==> config.mk <==
export PLATFORM = sky130hd
export DESIGN_NAME = servo_pwm_decoder
export DESIGN_NICKNAME = d
export VERILOG_FILES = /design/src/rtl/servo_pwm_pkg.sv /design/src/rtl/servo_pwm_decoder_edge_sync.sv /design/src/rtl/servo_pwm_decoder.sv
export SDC_FILE = /design/constraint.sdc
export NUM_CORES = 1
export LEC_CHECK = 0
export BUFFER_PORTS_ARGS = -buffer_cell sky130_fd_sc_hd__buf_4
export CORE_MARGIN = 1.5
export CORE_UTILIZATION = 37
export CTS_CLUSTER_DIAMETER = 150
export DETAILED_ROUTE_END_ITERATION = 8
export PLACE_DENSITY = 0.63
export SLEW_MARGIN = 0
export SYNTH_ARGS = -nofsm -noshare
export SYNTH_HDL_FRONTEND = slang
export SYNTH_HIERARCHICAL = 1
export SYNTH_SLANG_ARGS = --single-unit
==> constraint.sdc <==
create_clock -name Clk_i -period 2.5 [get_ports Clk_i]
set_input_delay 0.375 -clock Clk_i [delete_from_list [all_inputs] [get_ports Clk_i]]
set_output_delay 0.375 -clock Clk_i [all_outputs]
set_load 0.01 [all_outputs]
==> src/rtl/servo_pwm_pkg.sv <==
// servo_pwm_pkg: shared constants, selector encodings and FSM states for the servo PWM decoder.
package servo_pwm_pkg;

   localparam int unsigned DEF_PULSE_0_CYC    = 25000;
   localparam int unsigned DEF_PULSE_90_CYC   = 75000;
   localparam int unsigned DEF_PULSE_180_CYC  = 125000;
   localparam int unsigned DEF_PULSE_TOL_CYC  = 500;
   localparam int unsigned DEF_PERIOD_CYC     = 1000000;
   localparam int unsigned DEF_PERIOD_TOL_CYC = 5000;
   localparam int unsigned DEF_TIMEOUT_CYC    = 1040000;
   localparam int unsigned DEF_FILTER_LEN     = 4;

   localparam int unsigned WIDTH_W  = 17;
   localparam int unsigned PERIOD_W = 20;

   typedef enum logic [1:0] {
      SEL_NONE = 2'd0,
      SEL_0    = 2'd1,
      SEL_90   = 2'd2,
      SEL_180  = 2'd3
   } sel_e;

   typedef enum logic [1:0] {
      IDLE = 2'd0,
      HIGH = 2'd1,
      LOW  = 2'd2
   } state_e;

   // Inclusive |val - nom| <= tol without signed arithmetic.
   function automatic logic in_window(input logic [20:0] val, input logic [20:0] nom,
                                      input logic [20:0] tol);
      return (val + tol >= nom) && (val <= nom + tol);
   endfunction

endpackage

==> src/rtl/servo_pwm_decoder_edge_sync.sv <==
// pwm_edge_sync: 2-FF synchronizer, optional glitch filter (SERVO_GLITCH_FILTER_EN), registered rise/fall pulses.
module pwm_edge_sync
   import servo_pwm_pkg::*;
`ifdef SERVO_GLITCH_FILTER_EN
#(
   parameter int unsigned FILTER_LEN = DEF_FILTER_LEN
)
`endif
(
   input  logic Clk_i,
   input  logic Reset_i,
   input  logic Pwm_i,
   output logic Rise_o,
   output logic Fall_o
);

   logic sync1_q, sync2_q, dly_q, rise_q, fall_q;
   logic lvl;

`ifdef SERVO_GLITCH_FILTER_EN
   localparam int unsigned CW = $clog2(FILTER_LEN + 1);
   logic [CW-1:0] cnt_q;
   logic          filt_q;

   // Level follows the synchronizer only after FILTER_LEN stable cycles.
   always_ff @(posedge Clk_i or negedge Reset_i) begin
      if (!Reset_i) begin
         cnt_q  <= '0;
         filt_q <= 1'b0;
      end else if (sync2_q == filt_q) begin
         cnt_q <= '0;
      end else if (cnt_q == CW'(FILTER_LEN - 1)) begin
         filt_q <= sync2_q;
         cnt_q  <= '0;
      end else begin
         cnt_q <= cnt_q + 1'b1;
      end
   end

   assign lvl = filt_q;
`else
   assign lvl = sync2_q;
`endif

   always_ff @(posedge Clk_i or negedge Reset_i) begin
      if (!Reset_i) begin
         sync1_q <= 1'b0;
         sync2_q <= 1'b0;
         dly_q   <= 1'b0;
         rise_q  <= 1'b0;
         fall_q  <= 1'b0;
      end else begin
         sync1_q <= Pwm_i;
         sync2_q <= sync1_q;
         dly_q   <= lvl;
         rise_q  <= lvl & ~dly_q;
         fall_q  <= ~lvl & dly_q;
      end
   end

   assign Rise_o = rise_q;
   assign Fall_o = fall_q;

endmodule

==> src/rtl/servo_pwm_decoder.sv <==
// servo_pwm_decoder: measures servo PWM high time and period, classifies 0/90/180 deg, flags errors and loss of signal.
// Optional glitch filter in the input path is enabled by defining SERVO_GLITCH_FILTER_EN.
module servo_pwm_decoder
   import servo_pwm_pkg::*;
#(
   parameter int unsigned PULSE_0_CYC    = DEF_PULSE_0_CYC,
   parameter int unsigned PULSE_90_CYC   = DEF_PULSE_90_CYC,
   parameter int unsigned PULSE_180_CYC  = DEF_PULSE_180_CYC,
   parameter int unsigned PULSE_TOL_CYC  = DEF_PULSE_TOL_CYC,
   parameter int unsigned PERIOD_CYC     = DEF_PERIOD_CYC,
   parameter int unsigned PERIOD_TOL_CYC = DEF_PERIOD_TOL_CYC,
   parameter int unsigned TIMEOUT_CYC    = DEF_TIMEOUT_CYC
`ifdef SERVO_GLITCH_FILTER_EN
   ,parameter int unsigned FILTER_LEN    = DEF_FILTER_LEN
`endif
) (
   input  logic                Clk_i,
   input  logic                Reset_i,
   input  logic                Pwm_i,
   output logic [WIDTH_W-1:0]  Pulse_width_o,
   output logic [PERIOD_W-1:0] Period_o,
   output logic [1:0]          Sel_o,
   output logic                Valid_o,
   output logic                Pulse_err_o,
   output logic                Period_err_o,
   output logic                Timeout_o
);

   logic rise, fall;

`ifdef SERVO_GLITCH_FILTER_EN
   pwm_edge_sync #(.FILTER_LEN(FILTER_LEN)) u_sync (
      .Clk_i   (Clk_i),
      .Reset_i (Reset_i),
      .Pwm_i   (Pwm_i),
      .Rise_o  (rise),
      .Fall_o  (fall)
   );
`else
   pwm_edge_sync u_sync (
      .Clk_i   (Clk_i),
      .Reset_i (Reset_i),
      .Pwm_i   (Pwm_i),
      .Rise_o  (rise),
      .Fall_o  (fall)
   );
`endif

   state_e              state_q;
   logic [WIDTH_W-1:0]  high_cnt_q, width_q;
   logic [PERIOD_W-1:0] period_cnt_q, period_q;
   sel_e                sel_q, sel_d;
   logic                valid_q, pulse_err_q, period_err_q, timeout_q;
   logic                pulse_err_d, period_err_d;
   logic [20:0]         width_x, period_x;

   assign width_x  = {4'd0, high_cnt_q};
   assign period_x = {1'b0, period_cnt_q};

   always_comb begin
      sel_d        = in_window(width_x, 21'(PULSE_180_CYC), 21'(PULSE_TOL_CYC)) ? SEL_180 :
                     in_window(width_x, 21'(PULSE_90_CYC),  21'(PULSE_TOL_CYC)) ? SEL_90  :
                     in_window(width_x, 21'(PULSE_0_CYC),   21'(PULSE_TOL_CYC)) ? SEL_0   : SEL_NONE;
      pulse_err_d  = (sel_d == SEL_NONE);
      period_err_d = !in_window(period_x, 21'(PERIOD_CYC), 21'(PERIOD_TOL_CYC));
   end

   // A rise outside IDLE closes the previous period; a rise always restarts the counters.
   always_ff @(posedge Clk_i or negedge Reset_i) begin
      if (!Reset_i) begin
         state_q      <= IDLE;
         high_cnt_q   <= '0;
         period_cnt_q <= '0;
         width_q      <= '0;
         period_q     <= '0;
         sel_q        <= SEL_NONE;
         valid_q      <= 1'b0;
         pulse_err_q  <= 1'b0;
         period_err_q <= 1'b0;
         timeout_q    <= 1'b0;
      end else begin
         valid_q <= 1'b0;
         if (rise && state_q != IDLE) begin
            width_q      <= high_cnt_q;
            period_q     <= period_cnt_q;
            sel_q        <= sel_d;
            pulse_err_q  <= pulse_err_d;
            period_err_q <= period_err_d;
            valid_q      <= 1'b1;
            timeout_q    <= 1'b0;
         end
         if (rise) begin
            state_q      <= HIGH;
            high_cnt_q   <= WIDTH_W'(1);
            period_cnt_q <= PERIOD_W'(1);
         end else if (state_q != IDLE) begin
            if (period_cnt_q == PERIOD_W'(TIMEOUT_CYC)) begin
               state_q   <= IDLE;
               timeout_q <= 1'b1;
            end else begin
               period_cnt_q <= period_cnt_q + PERIOD_W'(1);
               if (state_q == HIGH) begin
                  if (fall) state_q <= LOW;
                  else if (high_cnt_q != '1) high_cnt_q <= high_cnt_q + WIDTH_W'(1);
               end
            end
         end
      end
   end

   assign Pulse_width_o = width_q;
   assign Period_o      = period_q;
   assign Sel_o         = sel_q;
   assign Valid_o       = valid_q;
   assign Pulse_err_o   = pulse_err_q;
   assign Period_err_o  = period_err_q;
   assign Timeout_o     = timeout_q;

endmodule

==> key figures <==
Clock tree
  – Clk slew on worst S/H paths: 0.07 ns
  – H-Tree Depth: 3
  – CTS Buf Count: 9
  – CTS tree: yes
  – Clock tree root driver cell: clkbuf_16
  – Clock latency on the worst-skew pair: 0.35 ns
  – Num Clock Sinks: 87
  – Max clock buf depth: 2

STA
  – Fmax: 0.414 GHz
  – Hold WS: 0.135 ns
  – Final Hold Viols: 0
  – Final Max Tran Viols: 0
  – Final setup margin: 0.0866 ns
  – RSZ-0062 raised after global routing: yes
  – Slew @ Worst Pin: 0.479 ns
  – Clock skew: 0.00990 ns
  – Setup-failing EPs final: 0
  – Period Utilization, post-route: 96.5%
  – Max-slew headroom: 68.1%
  – Post-route minimum period: 2.41 ns
  – Setup TNS: 0 ns

GRT
  – Grt ovf: 0
  – Largest net degree at the start of global routing: 56
  – Vias in the first global route: 4,408
  – GRT Util Overall: 19.8%
  – Global-route wire length before repair: 22,500 µm
  – Antenna violations before repair: 0

Critical path
  – Crit-path most repeated cell: nand2_1
  – Crit end category: flip-flop
  – Max stage delay on crit path: 0.48 ns
  – Worst Path Arrival: 2.64 ns
  – Required @ worst endpoint: 2.73 ns
  – Crit Path Category: flip-flop to flip-flop
  – CP startpoint kind: flip-flop
  – Delay-heaviest family, CP: simple AND/OR/NAND/NOR gates
  – Slowest-stage cell, CP: or4_1
  – Crit path max fanout: 6
  – CP bufs+invs: 2
  – R2R depth: 10
  – R2r setup slk: 0.09 ns
  – Launch point of the worst reg-to-reg path: high_cnt_q[2]
  – RR Endpoint: Sel_o[1]
  – CP cell instances: buf_6 -> ha_4 -> or4_1 -> buf_4 -> nor3_2 -> nand2_1 -> a311oi_2 -> o211ai_1 -> nand2_1 -> a21oi_1

Worst hold path
  – Hold Crit Start: Pwm_i
  – Hold Path Stages: 1
  – Worst Hold End: u_sync/sync1_q
  – Hold WC Path Type: input port to flip-flop

Synth
  – Syn_nets: 592
  – Syn Inst Count: 580
  – Register area share after synthesis: 43.2%
  – Post-synth ARST share: 100%
  – Ys flop type: dfrtp_1
  – Avg Inst Size Synth: 8.69 µm²
  – FF+latch count, synth: 87
  – Netlist cell types: 82
  – Synth Cell Area: 5040 µm²
  – Number of flops mapped to enable cells by yosys: 0
  – Warnings from Yosys: 6

Placed design
  – Post-DP HPWL: 9660 µm
  – Gpl congestion: 0.899
  – Post-Place Setup Slack: -0.0627 ns
  – Port bufs: 45
  – Placed inst area: 5800 µm²
  – Placed insts: 811

Power and ir drop
  – Pwr dens: 606 nW/µm²
  – Leak Pwr: 2.95 nW
  – VDD IR max: 0.000458 V

Finish
  – Area grow syn2layout: 26.1%
  – Final instance area: 6360 µm²
  – Reg area: 2180 µm²
  – # nets final: 666
  – Final std cells w/o fill: 835
  – Fill cells: 1,279
  – Multi-input gate area: 2720 µm²
  – N_diodes: 0
  – Share of layout cells above drive strength 1: 24.6%

Detailed routing
  – Drt wl/cell: 16.1 µm
  – DRC Markers: 0
  – ANT nets after route: 0
  – Via count: 4,504
  – Via/cell ratio: 5.39
  – Pre-antenna DRT Iters: 6
  – Total wire length: 13,500 µm
  – DRT iter0 DRCs: 286

Floorplan
  – Io pins: 46
  – Die width: 120 µm
  – DIE AREA: 14,300 µm²
  – Initial Utilization: 37.9%
  – Core area: 13,300 µm²
  – Die Height: 120 µm
  – Core Rows: 42

Run status
  – Outcome: finished, final reports clean

Flow run
  – Max-cap check violation count: 0
repair_timing:
item	4_1_cts	5_1_grt
pin swaps	1	11
gates resized for setup	1	28
endpoints found under the hold margin	32	0
buffers inserted	1	7
hold buffers	1	0
setup endpoints to repair	1	12
cell families after synthesis:
| family | count (synthesis) | share of synthesized area, % |
|---|---|---|
| flip-flops | 87 | 43.2 |
| XOR/XNOR | 33 | 5.73 |
| buffers and inverters | 59 | 5.98 |
| AO/OA/AOI/OAI | 109 | 15.3 |
| multiplexers | 2 | 0.422 |
| AND/OR/NAND/NOR | 281 | 27.2 |
| adder cells (fa/ha/maj) | 9 | 2.23 |
state kept, by name (all words and copies together) (netlist names):
signal	count
Period_err_o	1
Valid_o	1
u_sync/Fall_o	1
u_sync/lvl	1
u_sync/dly_q	1
period_cnt_q	20
state_q	2
Pulse_width_o	17
Pulse_err_o	1
Period_o	20
Sel_o	2
high_cnt_q	17
u_sync/Rise_o	1
u_sync/sync1_q	1
Timeout_o	1
through the flow:
stage               power, mW  util (%)
global route             4.06      47.8
CTS                      3.86      46.2
detailed placement       2.34      43.6
global placement         2.33      43.6
finish                   3.85      47.8
floorplan                2.01         -
how the worst max path moves through the flow:
| stage | startpoint | to | slack (ns) | depth (start not counted) |
|---|---|---|---|---|
| finish | high_cnt_q[2] | Sel_o[1] | 0.09 | 10 |
| global route | high_cnt_q[2] | Pulse_err_o | -0.09 | 11 |
| CTS | high_cnt_q[3] | Pulse_err_o | 0.02 | 9 |
| detailed placement | high_cnt_q[2] | Pulse_err_o | -0.06 | 8 |
| global placement | high_cnt_q[2] | Pulse_err_o | 0.04 | 8 |
| floorplan | high_cnt_q[2] | high_cnt_q[9] | 0.01 | 11 |
cell usage after synthesis, types with 10 or more instances:
cell type  instances  share of area [%]
nor3_1            14                1.4
o21ai_0           28                2.8
nor2_1            46                3.4
nor4_1            10                1.2
dfrtp_1           87                 43
clkbuf_1          28                2.1
xor2_1            19                3.3
nand4_1           14                1.7
nand2_1          126                9.4
inv_1             11               0.82
xnor2_1           14                2.4
a21oi_1           23                2.3
nand3_1           20                2.0
layer usage:
layer / GRT usage [%] / vias to the layer above / routed length [µm]
li1: - / 2167 / -
met1: 26.1 / 2201 / 5960
met2: 32.9 / 105 / 6720
met3: 3.42 / 31 / 460
met4: 6.99 / 0 / 325
met5: 0 / - / 0
power breakdown:
part	leakage (nW)	switching, mW	internal, mW
logic	1.62	0.389	0.316
clock network	0.158	0.605	0.888
registers	1.17	0.128	1.53
layout by cell type (no fill, tap or decap), drive strengths merged, types with 5 or more instances in the layout:
cell / n
nand2: 127
buf: 109
dfrtp: 87
nor2: 47
o21ai: 31
a21oi: 23
nand3: 20
xor2: 19
nor3: 15
nand4: 14
xnor2: 14
inv: 14
nor4: 12
and3: 10
clkbuf: 9
ha: 9
and2: 6
or3: 5
o22ai: 5
cell type report:
| type | instances | area share [%] |
|---|---|---|
| Sequential cell | 87 | 34.3 |
| Timing Repair Buffer | 110 | 13.6 |
| Clock inverter | 7 | 1.59 |
| Tap cell | 176 | 3.46 |
| Inverter | 12 | 0.709 |
| Multi-Input combinational cell | 434 | 42.8 |
| Clock buffer | 9 | 3.54 |
worst register-to-register path: stages (launching register included):
cell and delay (ns):
dfrtp_1 0.41, buf_6 0.13, ha_4 0.17, or4_1 0.48, buf_4 0.20, nor3_2 0.20, nand2_1 0.10, a311oi_2 0.30
o211ai_1 0.14, nand2_1 0.10, a21oi_1 0.07
Note: power is estimated with default switching activity, not from simulation.
